$ cat src/rtl/dcache_pkg.sv
// Shared definitions for the 2-way set-associative data-cache sequencer:
// field widths, address slicing, SRAM tag layout and the controller state type.
package dcache_pkg;

  localparam int ADDR_W      = 32;
  localparam int WORD_W      = 32;
  localparam int LINE_W      = 256;
  localparam int IDX_W       = 4;
  localparam int TAG_W       = 23;
  localparam int STAG_W      = TAG_W + 2;
  localparam int OFF_W       = 5;
  localparam int WSEL_W      = 3;
  localparam int WSEL_LSB    = 2;
  localparam int LINE_ADDR_W = ADDR_W - OFF_W;
  localparam int VALID_BIT   = 24;
  localparam int DIRTY_BIT   = 23;

  typedef enum logic [2:0] {
    ST_IDLE      = 3'd0,
    ST_MISS      = 3'd1,
    ST_WRITEBACK = 3'd2,
    ST_FETCH     = 3'd3,
    ST_REFILL    = 3'd4
  } dc_state_e;

  function automatic logic [STAG_W-1:0] make_stag(input logic valid, input logic dirty,
                                                    input logic [TAG_W-1:0] tag);
    return {valid, dirty, tag};
  endfunction

endpackage

$ cat src/rtl/dcache_controller_if.sv
// CPU, memory and SRAM-side signals of the data-cache sequencer.
// The master modport is the controller's view.
interface dcache_controller_if;
  import dcache_pkg::*;

  logic                  cpu_req_i;
  logic                  cpu_we_i;
  logic [ADDR_W-1:0]     cpu_addr_i;
  logic [WORD_W-1:0]     cpu_data_i;
  logic [WORD_W-1:0]     cpu_data_o;
  logic                  cpu_stall_o;
  logic                  mem_enable_o;
  logic                  mem_write_o;
  logic [ADDR_W-1:0]     mem_addr_o;
  logic [LINE_W-1:0]     mem_data_o;
  logic [LINE_W-1:0]     mem_data_i;
  logic                  mem_ack_i;
  logic                  sram_enable_o;
  logic                  sram_write_o;
  logic [IDX_W-1:0]      sram_addr_o;
  logic [STAG_W-1:0]     sram_tag_o;
  logic [LINE_W-1:0]     sram_data_o;
  logic [STAG_W-1:0]     sram_tag_i;
  logic [LINE_W-1:0]     sram_data_i;
  logic                  sram_hit_i;

  modport master (
    input  cpu_req_i, cpu_we_i, cpu_addr_i, cpu_data_i, mem_data_i, mem_ack_i,
           sram_tag_i, sram_data_i, sram_hit_i,
    output cpu_data_o, cpu_stall_o, mem_enable_o, mem_write_o, mem_addr_o, mem_data_o,
           sram_enable_o, sram_write_o, sram_addr_o, sram_tag_o, sram_data_o
  );

  modport slave (
    output cpu_req_i, cpu_we_i, cpu_addr_i, cpu_data_i, mem_data_i, mem_ack_i,
           sram_tag_i, sram_data_i, sram_hit_i,
    input  cpu_data_o, cpu_stall_o, mem_enable_o, mem_write_o, mem_addr_o, mem_data_o,
           sram_enable_o, sram_write_o, sram_addr_o, sram_tag_o, sram_data_o
  );

endinterface

$ cat src/rtl/dcache_word_merge.sv
// Selects one word out of a cache line and builds the line with that word
// replaced by store data.
module dcache_word_merge #(
  parameter int LINE_W = 256,
  parameter int WORD_W = 32,
  parameter int SEL_W  = $clog2(LINE_W / WORD_W)
) (
  input  logic [LINE_W-1:0] line_i,
  input  logic [SEL_W-1:0]  sel_i,
  input  logic [WORD_W-1:0] word_i,
  output logic [WORD_W-1:0] word_o,
  output logic [LINE_W-1:0] line_o
);

  assign word_o = line_i[WORD_W*sel_i +: WORD_W];

  // Store merge: copy the line and overwrite the selected word.
  always_comb begin
    line_o                        = line_i;
    line_o[WORD_W*sel_i +: WORD_W] = word_i;
  end

endmodule

$ cat src/rtl/dcache_controller.sv
// Data-cache sequencer: serves hits combinationally, and on a miss writes back a
// dirty victim, fetches the missing line and installs it clean.
module dcache_controller
  import dcache_pkg::*;
(
  input  logic                 clk_i,
  input  logic                 rst_i,
  dcache_controller_if.master  bus
);

  dc_state_e               state_r;
  logic [LINE_ADDR_W-1:0]  line_r;
  logic [LINE_W-1:0]       refill_r;
  logic                    mem_enable_r;
  logic                    mem_write_r;
  logic [ADDR_W-1:0]       mem_addr_r;
  logic [LINE_W-1:0]       mem_data_r;

  logic                    idle_s;
  logic [LINE_ADDR_W-1:0]  cur_line_s;
  logic [WORD_W-1:0]       rd_word_s;
  logic [LINE_W-1:0]       merged_s;
  logic                    st_en_s;

  // Outside IDLE the CPU may have withdrawn its request, so the latched line address wins.
  assign idle_s     = (state_r == ST_IDLE);
  assign cur_line_s = idle_s ? bus.cpu_addr_i[ADDR_W-1:OFF_W] : line_r;
  assign st_en_s    = bus.cpu_req_i & bus.cpu_we_i;

  dcache_word_merge #(
    .LINE_W (LINE_W),
    .WORD_W (WORD_W),
    .SEL_W  (WSEL_W)
  ) u_merge (
    .line_i (bus.sram_data_i),
    .sel_i  (bus.cpu_addr_i[WSEL_LSB +: WSEL_W]),
    .word_i (bus.cpu_data_i),
    .word_o (rd_word_s),
    .line_o (merged_s)
  );

  assign bus.sram_enable_o = bus.cpu_req_i | ~idle_s;
  assign bus.sram_addr_o   = cur_line_s[IDX_W-1:0];
  assign bus.cpu_stall_o   = ~idle_s | (bus.cpu_req_i & ~bus.sram_hit_i);
  assign bus.mem_enable_o  = mem_enable_r;
  assign bus.mem_write_o   = mem_write_r;
  assign bus.mem_addr_o    = mem_addr_r;
  assign bus.mem_data_o    = mem_data_r;

  // Tag word to compare/write; kept independent of the hit flag so the SRAM path has no loop.
  always_comb begin
    if (idle_s) begin
      bus.sram_tag_o = make_stag(st_en_s, st_en_s, cur_line_s[LINE_ADDR_W-1:IDX_W]);
    end else if (state_r == ST_REFILL) begin
      bus.sram_tag_o = make_stag(1'b1, 1'b0, cur_line_s[LINE_ADDR_W-1:IDX_W]);
    end else begin
      bus.sram_tag_o = make_stag(1'b0, 1'b0, cur_line_s[LINE_ADDR_W-1:IDX_W]);
    end
  end

  // Hit service and refill write strobes.
  always_comb begin
    bus.cpu_data_o   = {WORD_W{1'b0}};
    bus.sram_write_o = 1'b0;
    bus.sram_data_o  = {LINE_W{1'b0}};
    case (state_r)
      ST_IDLE: begin
        if (bus.cpu_req_i && bus.sram_hit_i && bus.cpu_we_i) begin
          bus.sram_write_o = 1'b1;
          bus.sram_data_o  = merged_s;
        end else if (bus.cpu_req_i && bus.sram_hit_i) begin
          bus.cpu_data_o = rd_word_s;
        end else begin
          bus.cpu_data_o = {WORD_W{1'b0}};
        end
      end
      ST_REFILL: begin
        bus.sram_write_o = 1'b1;
        bus.sram_data_o  = refill_r;
      end
      default: begin
        bus.sram_write_o = 1'b0;
      end
    endcase
  end

  // Miss sequencer with registered memory-port outputs and victim/refill latches.
  always_ff @(posedge clk_i or posedge rst_i) begin
    if (rst_i) begin
      state_r      <= ST_IDLE;
      line_r       <= {LINE_ADDR_W{1'b0}};
      refill_r     <= {LINE_W{1'b0}};
      mem_enable_r <= 1'b0;
      mem_write_r  <= 1'b0;
      mem_addr_r   <= {ADDR_W{1'b0}};
      mem_data_r   <= {LINE_W{1'b0}};
    end else begin
      case (state_r)
        ST_IDLE: begin
          if (bus.cpu_req_i && !bus.sram_hit_i) begin
            line_r  <= bus.cpu_addr_i[ADDR_W-1:OFF_W];
            state_r <= ST_MISS;
          end
        end
        ST_MISS: begin
          mem_enable_r <= 1'b1;
          mem_data_r   <= bus.sram_data_i;
          // Only a valid victim carries data worth saving.
          if (bus.sram_tag_i[VALID_BIT] && bus.sram_tag_i[DIRTY_BIT]) begin
            mem_write_r <= 1'b1;
            mem_addr_r  <= {bus.sram_tag_i[TAG_W-1:0], line_r[IDX_W-1:0], 5'b00000};
            state_r     <= ST_WRITEBACK;
          end else begin
            mem_write_r <= 1'b0;
            mem_addr_r  <= {line_r, 5'b00000};
            state_r     <= ST_FETCH;
          end
        end
        ST_WRITEBACK: begin
          if (bus.mem_ack_i) begin
            mem_write_r <= 1'b0;
            mem_addr_r  <= {line_r, 5'b00000};
            state_r     <= ST_FETCH;
          end
        end
        ST_FETCH: begin
          if (bus.mem_ack_i) begin
            refill_r     <= bus.mem_data_i;
            mem_enable_r <= 1'b0;
            state_r      <= ST_REFILL;
          end
        end
        ST_REFILL: begin
          state_r <= ST_IDLE;
        end
        default: begin
          mem_enable_r <= 1'b0;
          mem_write_r  <= 1'b0;
          state_r      <= ST_IDLE;
        end
      endcase
    end
  end

endmodule
$ cat src/flat_wrapper.sv
// flat-port wrapper written by rule: the top's interface ports become plain ports
module dcache_controller_flat import dcache_pkg::*;
  (clk_i, rst_i, bus_cpu_req_i, bus_cpu_we_i, bus_cpu_addr_i, bus_cpu_data_i, bus_mem_data_i, bus_mem_ack_i, bus_sram_tag_i, bus_sram_data_i, bus_sram_hit_i, bus_cpu_data_o, bus_cpu_stall_o, bus_mem_enable_o, bus_mem_write_o, bus_mem_addr_o, bus_mem_data_o, bus_sram_enable_o, bus_sram_write_o, bus_sram_addr_o, bus_sram_tag_o, bus_sram_data_o);
  dcache_controller_if bus_i ();
  input  logic clk_i;
  input  logic rst_i;
  input wire logic [$bits(bus_i.cpu_req_i)-1:0] bus_cpu_req_i;
  input wire logic [$bits(bus_i.cpu_we_i)-1:0] bus_cpu_we_i;
  input wire logic [$bits(bus_i.cpu_addr_i)-1:0] bus_cpu_addr_i;
  input wire logic [$bits(bus_i.cpu_data_i)-1:0] bus_cpu_data_i;
  input wire logic [$bits(bus_i.mem_data_i)-1:0] bus_mem_data_i;
  input wire logic [$bits(bus_i.mem_ack_i)-1:0] bus_mem_ack_i;
  input wire logic [$bits(bus_i.sram_tag_i)-1:0] bus_sram_tag_i;
  input wire logic [$bits(bus_i.sram_data_i)-1:0] bus_sram_data_i;
  input wire logic [$bits(bus_i.sram_hit_i)-1:0] bus_sram_hit_i;
  output wire logic [$bits(bus_i.cpu_data_o)-1:0] bus_cpu_data_o;
  output wire logic [$bits(bus_i.cpu_stall_o)-1:0] bus_cpu_stall_o;
  output wire logic [$bits(bus_i.mem_enable_o)-1:0] bus_mem_enable_o;
  output wire logic [$bits(bus_i.mem_write_o)-1:0] bus_mem_write_o;
  output wire logic [$bits(bus_i.mem_addr_o)-1:0] bus_mem_addr_o;
  output wire logic [$bits(bus_i.mem_data_o)-1:0] bus_mem_data_o;
  output wire logic [$bits(bus_i.sram_enable_o)-1:0] bus_sram_enable_o;
  output wire logic [$bits(bus_i.sram_write_o)-1:0] bus_sram_write_o;
  output wire logic [$bits(bus_i.sram_addr_o)-1:0] bus_sram_addr_o;
  output wire logic [$bits(bus_i.sram_tag_o)-1:0] bus_sram_tag_o;
  output wire logic [$bits(bus_i.sram_data_o)-1:0] bus_sram_data_o;
  assign bus_i.cpu_req_i = bus_cpu_req_i;
  assign bus_i.cpu_we_i = bus_cpu_we_i;
  assign bus_i.cpu_addr_i = bus_cpu_addr_i;
  assign bus_i.cpu_data_i = bus_cpu_data_i;
  assign bus_i.mem_data_i = bus_mem_data_i;
  assign bus_i.mem_ack_i = bus_mem_ack_i;
  assign bus_i.sram_tag_i = bus_sram_tag_i;
  assign bus_i.sram_data_i = bus_sram_data_i;
  assign bus_i.sram_hit_i = bus_sram_hit_i;
  assign bus_cpu_data_o = bus_i.cpu_data_o;
  assign bus_cpu_stall_o = bus_i.cpu_stall_o;
  assign bus_mem_enable_o = bus_i.mem_enable_o;
  assign bus_mem_write_o = bus_i.mem_write_o;
  assign bus_mem_addr_o = bus_i.mem_addr_o;
  assign bus_mem_data_o = bus_i.mem_data_o;
  assign bus_sram_enable_o = bus_i.sram_enable_o;
  assign bus_sram_write_o = bus_i.sram_write_o;
  assign bus_sram_addr_o = bus_i.sram_addr_o;
  assign bus_sram_tag_o = bus_i.sram_tag_o;
  assign bus_sram_data_o = bus_i.sram_data_o;
  dcache_controller u_core (.clk_i(clk_i), .rst_i(rst_i), .bus(bus_i));
endmodule
$ cat config.mk
export PLATFORM = sky130hd
export DESIGN_NAME = dcache_controller_flat
export DESIGN_NICKNAME = d
export VERILOG_FILES = /design/src/rtl/dcache_pkg.sv /design/src/rtl/dcache_controller_if.sv /design/src/rtl/dcache_word_merge.sv /design/src/rtl/dcache_controller.sv /design/src/flat_wrapper.sv
export SDC_FILE = /design/constraint.sdc
export NUM_CORES = 2
export LEC_CHECK = 0
export ABC_CLOCK_PERIOD_IN_PS = 23500
export CAP_MARGIN = 30
export CORE_AREA = 5 5 471 473
export CTS_CLUSTER_SIZE = 16
export DETAILED_ROUTE_END_ITERATION = 10
export DIE_AREA = 0 0 476 478
export PLACE_DENSITY = 0.38
export SYNTH_ARGS = -nofsm -noshare
export SYNTH_HDL_FRONTEND = slang
export SYNTH_SLANG_ARGS = --single-unit
$ cat constraint.sdc
create_clock -name clk_i -period 23.5 [get_ports clk_i]
set_clock_uncertainty 0.2 [all_clocks]
set_input_delay 2.35 -clock clk_i [delete_from_list [all_inputs] [get_ports clk_i]]
set_output_delay 2.35 -clock clk_i [all_outputs]
set_load 0.02 [all_outputs]
# After elaboration in Yosys (flattened, before gate mapping)
# Cells that the tools add are included.
# W data, S select, Z words.
dict set report word_totals {
  reg_bits 576
  inputBits 607
  output_inout_bits 610
  elab_cells 64
}
dict set report classes {
  addsub 1
  eq_ne 7
  n_shift 3
  muxes 23
  bitwise_logic 8
  reduce_logical 15
}
# op count
set ops {}
lappend ops {{$pmux W256 S2} 1}
lappend ops {{$bwmux W256} 1}
lappend ops {{$mux W256} 1}
lappend ops {{$shift A32 B34 Y256 const A} 1}
lappend ops {{$shiftx A256 B9 Y32} 1}
lappend ops {{$shiftx A32 B34 Y256} 1}
lappend ops {{$mux W32} 5}
lappend ops {{$pmux W32 S2} 1}
lappend ops {{$mux W25} 2}
lappend ops {{$neg A8 Y34} 1}
lappend ops {{$mux W27} 1}
lappend ops {{$pmux W3 S4} 1}
lappend ops {{$reduce_and A2 Y1} 5}
lappend ops {{$mux W3} 3}
lappend ops {{$eq A3 B2 Y1 const B} 2}
lappend ops {{$ne A2 B2 Y1 const B} 3}
lappend ops {{$pmux W1 S3} 2}
lappend ops {{$reduce_or A3 Y1} 2}
lappend ops {{$logic_and A1 B1 Y1} 4}
lappend ops {{$mux W1} 4}
lappend ops {{$not A1 Y1} 4}
lappend ops {{$eq A3 B1 Y1 const B} 1}
lappend ops {{$eq A3 B3 Y1 const B} 1}
lappend ops {{$logic_not A3 Y1} 1}
lappend ops {{other kinds (6)} 8}

# Depth between registers and ports, before layout
dict set report depth {
  ltp_word 5
  depth_mapped 13
}

# Modules after synthesis
# Synthesis repeated with hierarchy kept, for this count alone.
dict set report hier_totals {
  cells_unflattened 3203
  hier_area_um2 31926.9
}
# module instances cells_per_inst area_each_um2 seq_area_each_um2
set by_module_without_submodules {}
lappend by_module_without_submodules {dcache_controller 1 2502 25413.1 14288.7}
lappend by_module_without_submodules {dcache_word_merge 1 701 6513.7 0.0}

# Worst setup path after synthesis
# No wires, ideal clock.
dict set report synth_path {
  path_kind {input port to output port}
  startpoint {input port bus_cpu_addr_i[2]}
  endpoint {output port bus_sram_data_o[10]}
  arrival_time_ps 5114
  required_time_ps 20950
  setup_slack_ps 15836
  path_stages 13
  n_path_buf 6
  cell_sequence {clkbuf_1 > buf_2 > buf_1 > inv_1 > ha_1 > ha_1 > clkbuf_1 > nor4_4 > and3_1 > buf_2 > buf_6 > a222oi_1 > nor3_1}
}
dict set report synth_via {
  elab_chain_len 5
  elab_cells_between_ends 6
}
# item line_no
set synth_rtl {}
lappend synth_rtl {{start: declaration} flat_wrapper.sv:9} ;# input wire logic [$bits(bus_i.cpu_addr_i)-1:0] bus_cpu_addr_i;
lappend synth_rtl {{$neg A8 Y34 (*)} dcache_word_merge.sv:20} ;# line_o[WORD_W*sel_i +: WORD_W] = word_i;
lappend synth_rtl {{$shiftx A32 B34 Y256 / $shift A32 B34 Y256 (equally long branches)} dcache_word_merge.sv:20}
lappend synth_rtl {{$bwmux W256 (*)} dcache_word_merge.sv:20}
lappend synth_rtl {{$mux W256 (*)} dcache_controller.sv:68} ;# if (bus.cpu_req_i && bus.sram_hit_i && bus.cpu_we_i) begin
lappend synth_rtl {{$pmux W256 S2 (*)} dcache_controller.sv:66} ;# case (state_r)
lappend synth_rtl {{end: declaration} flat_wrapper.sv:26} ;# output wire logic [$bits(bus_i.sram_data_o)-1:0] bus_sram_data_o;
# Mark *: on every way between the ends. The rest lies on a longest branch, timed or not.

# Final worst setup path
dict set report layout_path {
  startpoint {input port bus_sram_hit_i}
  endpoint {output port bus_sram_data_o[175]}
}
dict set report layout_via {
  elab_chain_len 4
}
# item line_no
set layout_rtl {}
lappend layout_rtl {{start: declaration} flat_wrapper.sv:15} ;# input wire logic [$bits(bus_i.sram_hit_i)-1:0] bus_sram_hit_i;
lappend layout_rtl {{$logic_and A1 B1 Y1 (2 in series)} dcache_controller.sv:68}
lappend layout_rtl {{$mux W256} dcache_controller.sv:68}
lappend layout_rtl {{$pmux W256 S2} dcache_controller.sv:66}
# Every way passes these cells.

==> summary.txt <==
Layout
  • Final net count: about 4700
  • Final cell count without fillers: 6988
  • Filler cells: approximately 24000
  • Area growth syn-to-layout: 62.1%
  • Post-Route Utilization: 22.0%
  • Share of cells above drive strength 1: around 15%

Timing
  • Max Freq: 107 MHz
  • Setup TNS: 0 ns
  • Least-Margin Pin Slew: between 1 and 1.5 ns
  • Final hold violations: 0
  • Slew margin rel.: around 26%
  • RSZ-0062 raised after global routing: false
  • Endpoints failing setup: 0
  • Slew Viols, Final: 0
  • Final min period: approximately 9.3 ns
  • Fin Hold WS: around 0.27 ns
  • Fin crit share: 39.6%

Synthesis
  • Post-Synthesis Cells: between 2000 and 3000
  • Synth unique cells: 44
  • Number of flops mapped to enable cells by yosys: 0
  • Synth async-reset ratio: 100%
  • Post-Syn Area: 0.0294 sq mm
  • Yosys Warn Count: 0
  • Synth Register Bits: ~570
  • Syn Area/Cell: around 10 sq um
  • Seq/Total Area, Yosys: between 40% and 50%
  • Ys flop type: dfrtp_1

Placed design
  • I/O Buffers: 1209
  • Post-detail-place hpwl: 188000 um
  • RD Place Congestion: 0.835
  • # placed instances: between 6000 and 7000

Drt
  • Post-Route WL: 236000 um
  • Iter 0 DRT Violations: 2490
  • Via count: 28788
  • Routed wire length per instance: between 30 and 40 um
  • TritonRoute pass-1 iters: 9
  • Post-DRT Antenna Nets: 0
  • Vias/cell: 4.12
  • Drt drc: 0

CTS
  • CTS Buf Count: 83
  • Clock slew at reported path FFs: around 0.050 ns
  • CTS H-tree lvls: 3
  • CTS tree: built
  • Clock Path Buffers: 3
  • Post-CTS Resized: 0
  • Postcts setup bufs: 0
  • # hold bufs at CTS: 0
  • CTS sink cnt: 571
  • CTS root buffer: clkbuf_16
  • Clock Latency Late Sink: 0.69 ns

Global route
  • Initial antenna violation count: 95
  • Vias in the first global route: 29701
  • Total global routing overflow: 0
  • Largest net degree at the start of global routing: about 130
  • First-pass GRT wire length: 304000 um
  • All-Layer GR Usage: 19.9%

Die
  • Initial Util: 13.6%
  • Area of the core: 0.217 sq mm
  • Die Wd: 476 um
  • Die area: 0.228 sq mm
  • Row count: approximately 170
  • I/O pins: 1217
  • Die height: approximately 480 um

Critical path
  • Setup crit end kind: primary output
  • Startpoint of the worst register-to-register path: u_core.state_r[2]
  • Startpoint Class: input port
  • Worst path required time: 20.95 ns
  • Worst EP arrival: about 6.8 ns
  • Critical Path Start: bus_sram_hit_i
  • Crit-path max FO: 100
  • Critical path class: in -> out

Worst hold path
  • HP Start: u_core.refill_r[234]
  • Min-Delay Path Class: reg -> reg

Power
  • Peak VDD IR: ~60 uV
  • Power Total: roughly 5.7 mW
  • Pwr dens: 119 mW/mm^2
  • Power share of the clock group: 23.1%
  • LEAKAGE: 19.7 nW
  • Sw Pwr: approximately 2.3 mW
  • Comb pwr share: a little under half
  • Switch share: 40.4%
  • Sequential Power Share: a little under a third
  • Power Internal: roughly 3.4 mW

Run status
  • Outcome: complete, no violations

Run
  • Max-cap check violation count: 0
-- final timing paths --
check                                             endpoint  slack [ns]  cells past startpoint
worst max-delay path                  bus_sram_data_o[175]       14.18                      8
max in group asynchronous             u_core.refill_r[155]       17.74                      7
worst max register to register  u_core.bus.mem_data_o[217]       19.30                      5
worst min-delay path                  u_core.refill_r[234]        0.27                      2
worst min register to register        u_core.refill_r[234]        0.27                      2
min in group asynchronous             u_core.refill_r[100]        1.91                      2
-- layer usage --
| layer | track usage, % | share of wire [%] |
|---|---|---|
| met1 | 26.5 | 44 |
| met2 | 30.6 | 44 |
| met3 | 7.46 | 11 |
| met4 | 4.31 | 1.9 |
| met5 | 0 | 0.11 |
-- placed cells by master, fill, tap and decap left out, drive strengths merged, types with 3 or more instances in the layout --
cell type	netlist	final
a21oi	60	60
a222oi	32	32
a22o	32	32
a31oi	9	9
and3	8	8
buf	134	78
bufinv	0	4
clkbuf	116	123
clkdlybuf4s50	0	1207
clkinv	2	22
conb	1	5
dfrtp	571	571
diode	0	24
ha	3	3
inv	5	8
mux2	314	314
mux2i	239	239
mux4	64	64
nand2	1003	1003
nand2b	4	4
nand3	5	5
nor2	33	33
nor2b	9	9
nor3	32	32
nor4	3	3
o21ai	226	226
-- registers in the layout, summed over array words and instances (netlist names) --
name,flops
u_core.bus.mem_enable_o,1
u_core.bus.mem_data_o,256
u_core.state_r,3
u_core.bus.mem_addr_o,27
u_core.line_r,27
u_core.bus.mem_write_o,1
u_core.refill_r,256
-- power by group through the flow --
| stage | sequential (mW) | combinational (mW) | clock (mW) |
|---|---|---|---|
| global placement | 1.74 | 2.64 | 0 |
| global route | 1.81 | 2.77 | 1.40 |
| detailed placement | 1.76 | 2.64 | 0 |
| finish | 1.75 | 2.61 | 1.31 |
| floorplan | 2.02 | 1.02 | 0 |
| CTS | 1.75 | 2.66 | 1.37 |
-- critical path, cell delays in order --
cell	delay, ns
clkdlybuf4s50_1	0.72
nand2_1	0.29
nor2_1	0.24
nand3_4	0.32
buf_12	0.32
buf_4	0.59
o21ai_0	0.69
clkdlybuf4s50_1	0.78
-- synthesized netlist by cell type (2+ instances only) --
| cell | number | area share (%) |
|---|---|---|
| buf_4 | 20 | 0.51 |
| buf_2 | 92 | 1.6 |
| and3_1 | 8 | 0.17 |
| buf_1 | 18 | 0.23 |
| a222oi_1 | 32 | 1.1 |
| inv_1 | 5 | 0.064 |
| or3_1 | 2 | 0.043 |
| o21ai_1 | 10 | 0.17 |
| nand2_1 | 1003 | 13 |
| buf_6 | 4 | 0.15 |
| nor2b_1 | 9 | 0.19 |
| a22o_1 | 32 | 0.95 |
| nor3_1 | 32 | 0.55 |
| nand2b_1 | 4 | 0.085 |
| dfrtp_1 | 571 | 49 |
| clkinv_1 | 2 | 0.026 |
| mux2_1 | 4 | 0.15 |
| o21ai_0 | 216 | 3.7 |
| a21oi_1 | 60 | 1.0 |
| nand3_1 | 5 | 0.085 |
| nand4b_1 | 2 | 0.060 |
| nor4bb_1 | 2 | 0.068 |
| mux2i_1 | 239 | 8.1 |
| a31oi_1 | 8 | 0.17 |
| mux2_2 | 310 | 12 |
| ha_1 | 3 | 0.13 |
| nor2_1 | 32 | 0.41 |
| clkbuf_1 | 115 | 1.5 |
| mux4_2 | 64 | 4.9 |
-- logic make-up (layout without fill, tap and decap cells) --
logic type	after synthesis	after routing	share of synthesized area, %
and+or+nand+nor	1109	1109	14.8
muxes	617	617	25.1
DFF	571	571	48.7
AOI/OAI and AO/OA	361	361	7.19
buffers and inverters	257	1444	4.05
adders and majority gates	3	3	0.128
other	1	29	0.0128
-- metrics by stage --
step / worst slack [ns] / cell area (sq um)
final: 14.18 / 47600
after global routing: 14.10 / 47500
after CTS: 14.14 / 47500
after detailed placement: 14.13 / 44700
after global placement: 14.16 / 44600
after floorplan: 4.98 / 29400
-- area by class of cell --
type                       instances  area (sq um)  area share [%]
inverter                           7          41.3          0.0868
clock buffer                     122          2410            5.07
tap                             2854          3570            7.50
timing repair buffer            1286         12800            26.9
multi-input combinational       2095         14000            29.5
antenna                           24          60.1           0.126
sequential                       571         14300            30.0
clock inverter                    29           353           0.742
Power figures use the tool's default switching activity.
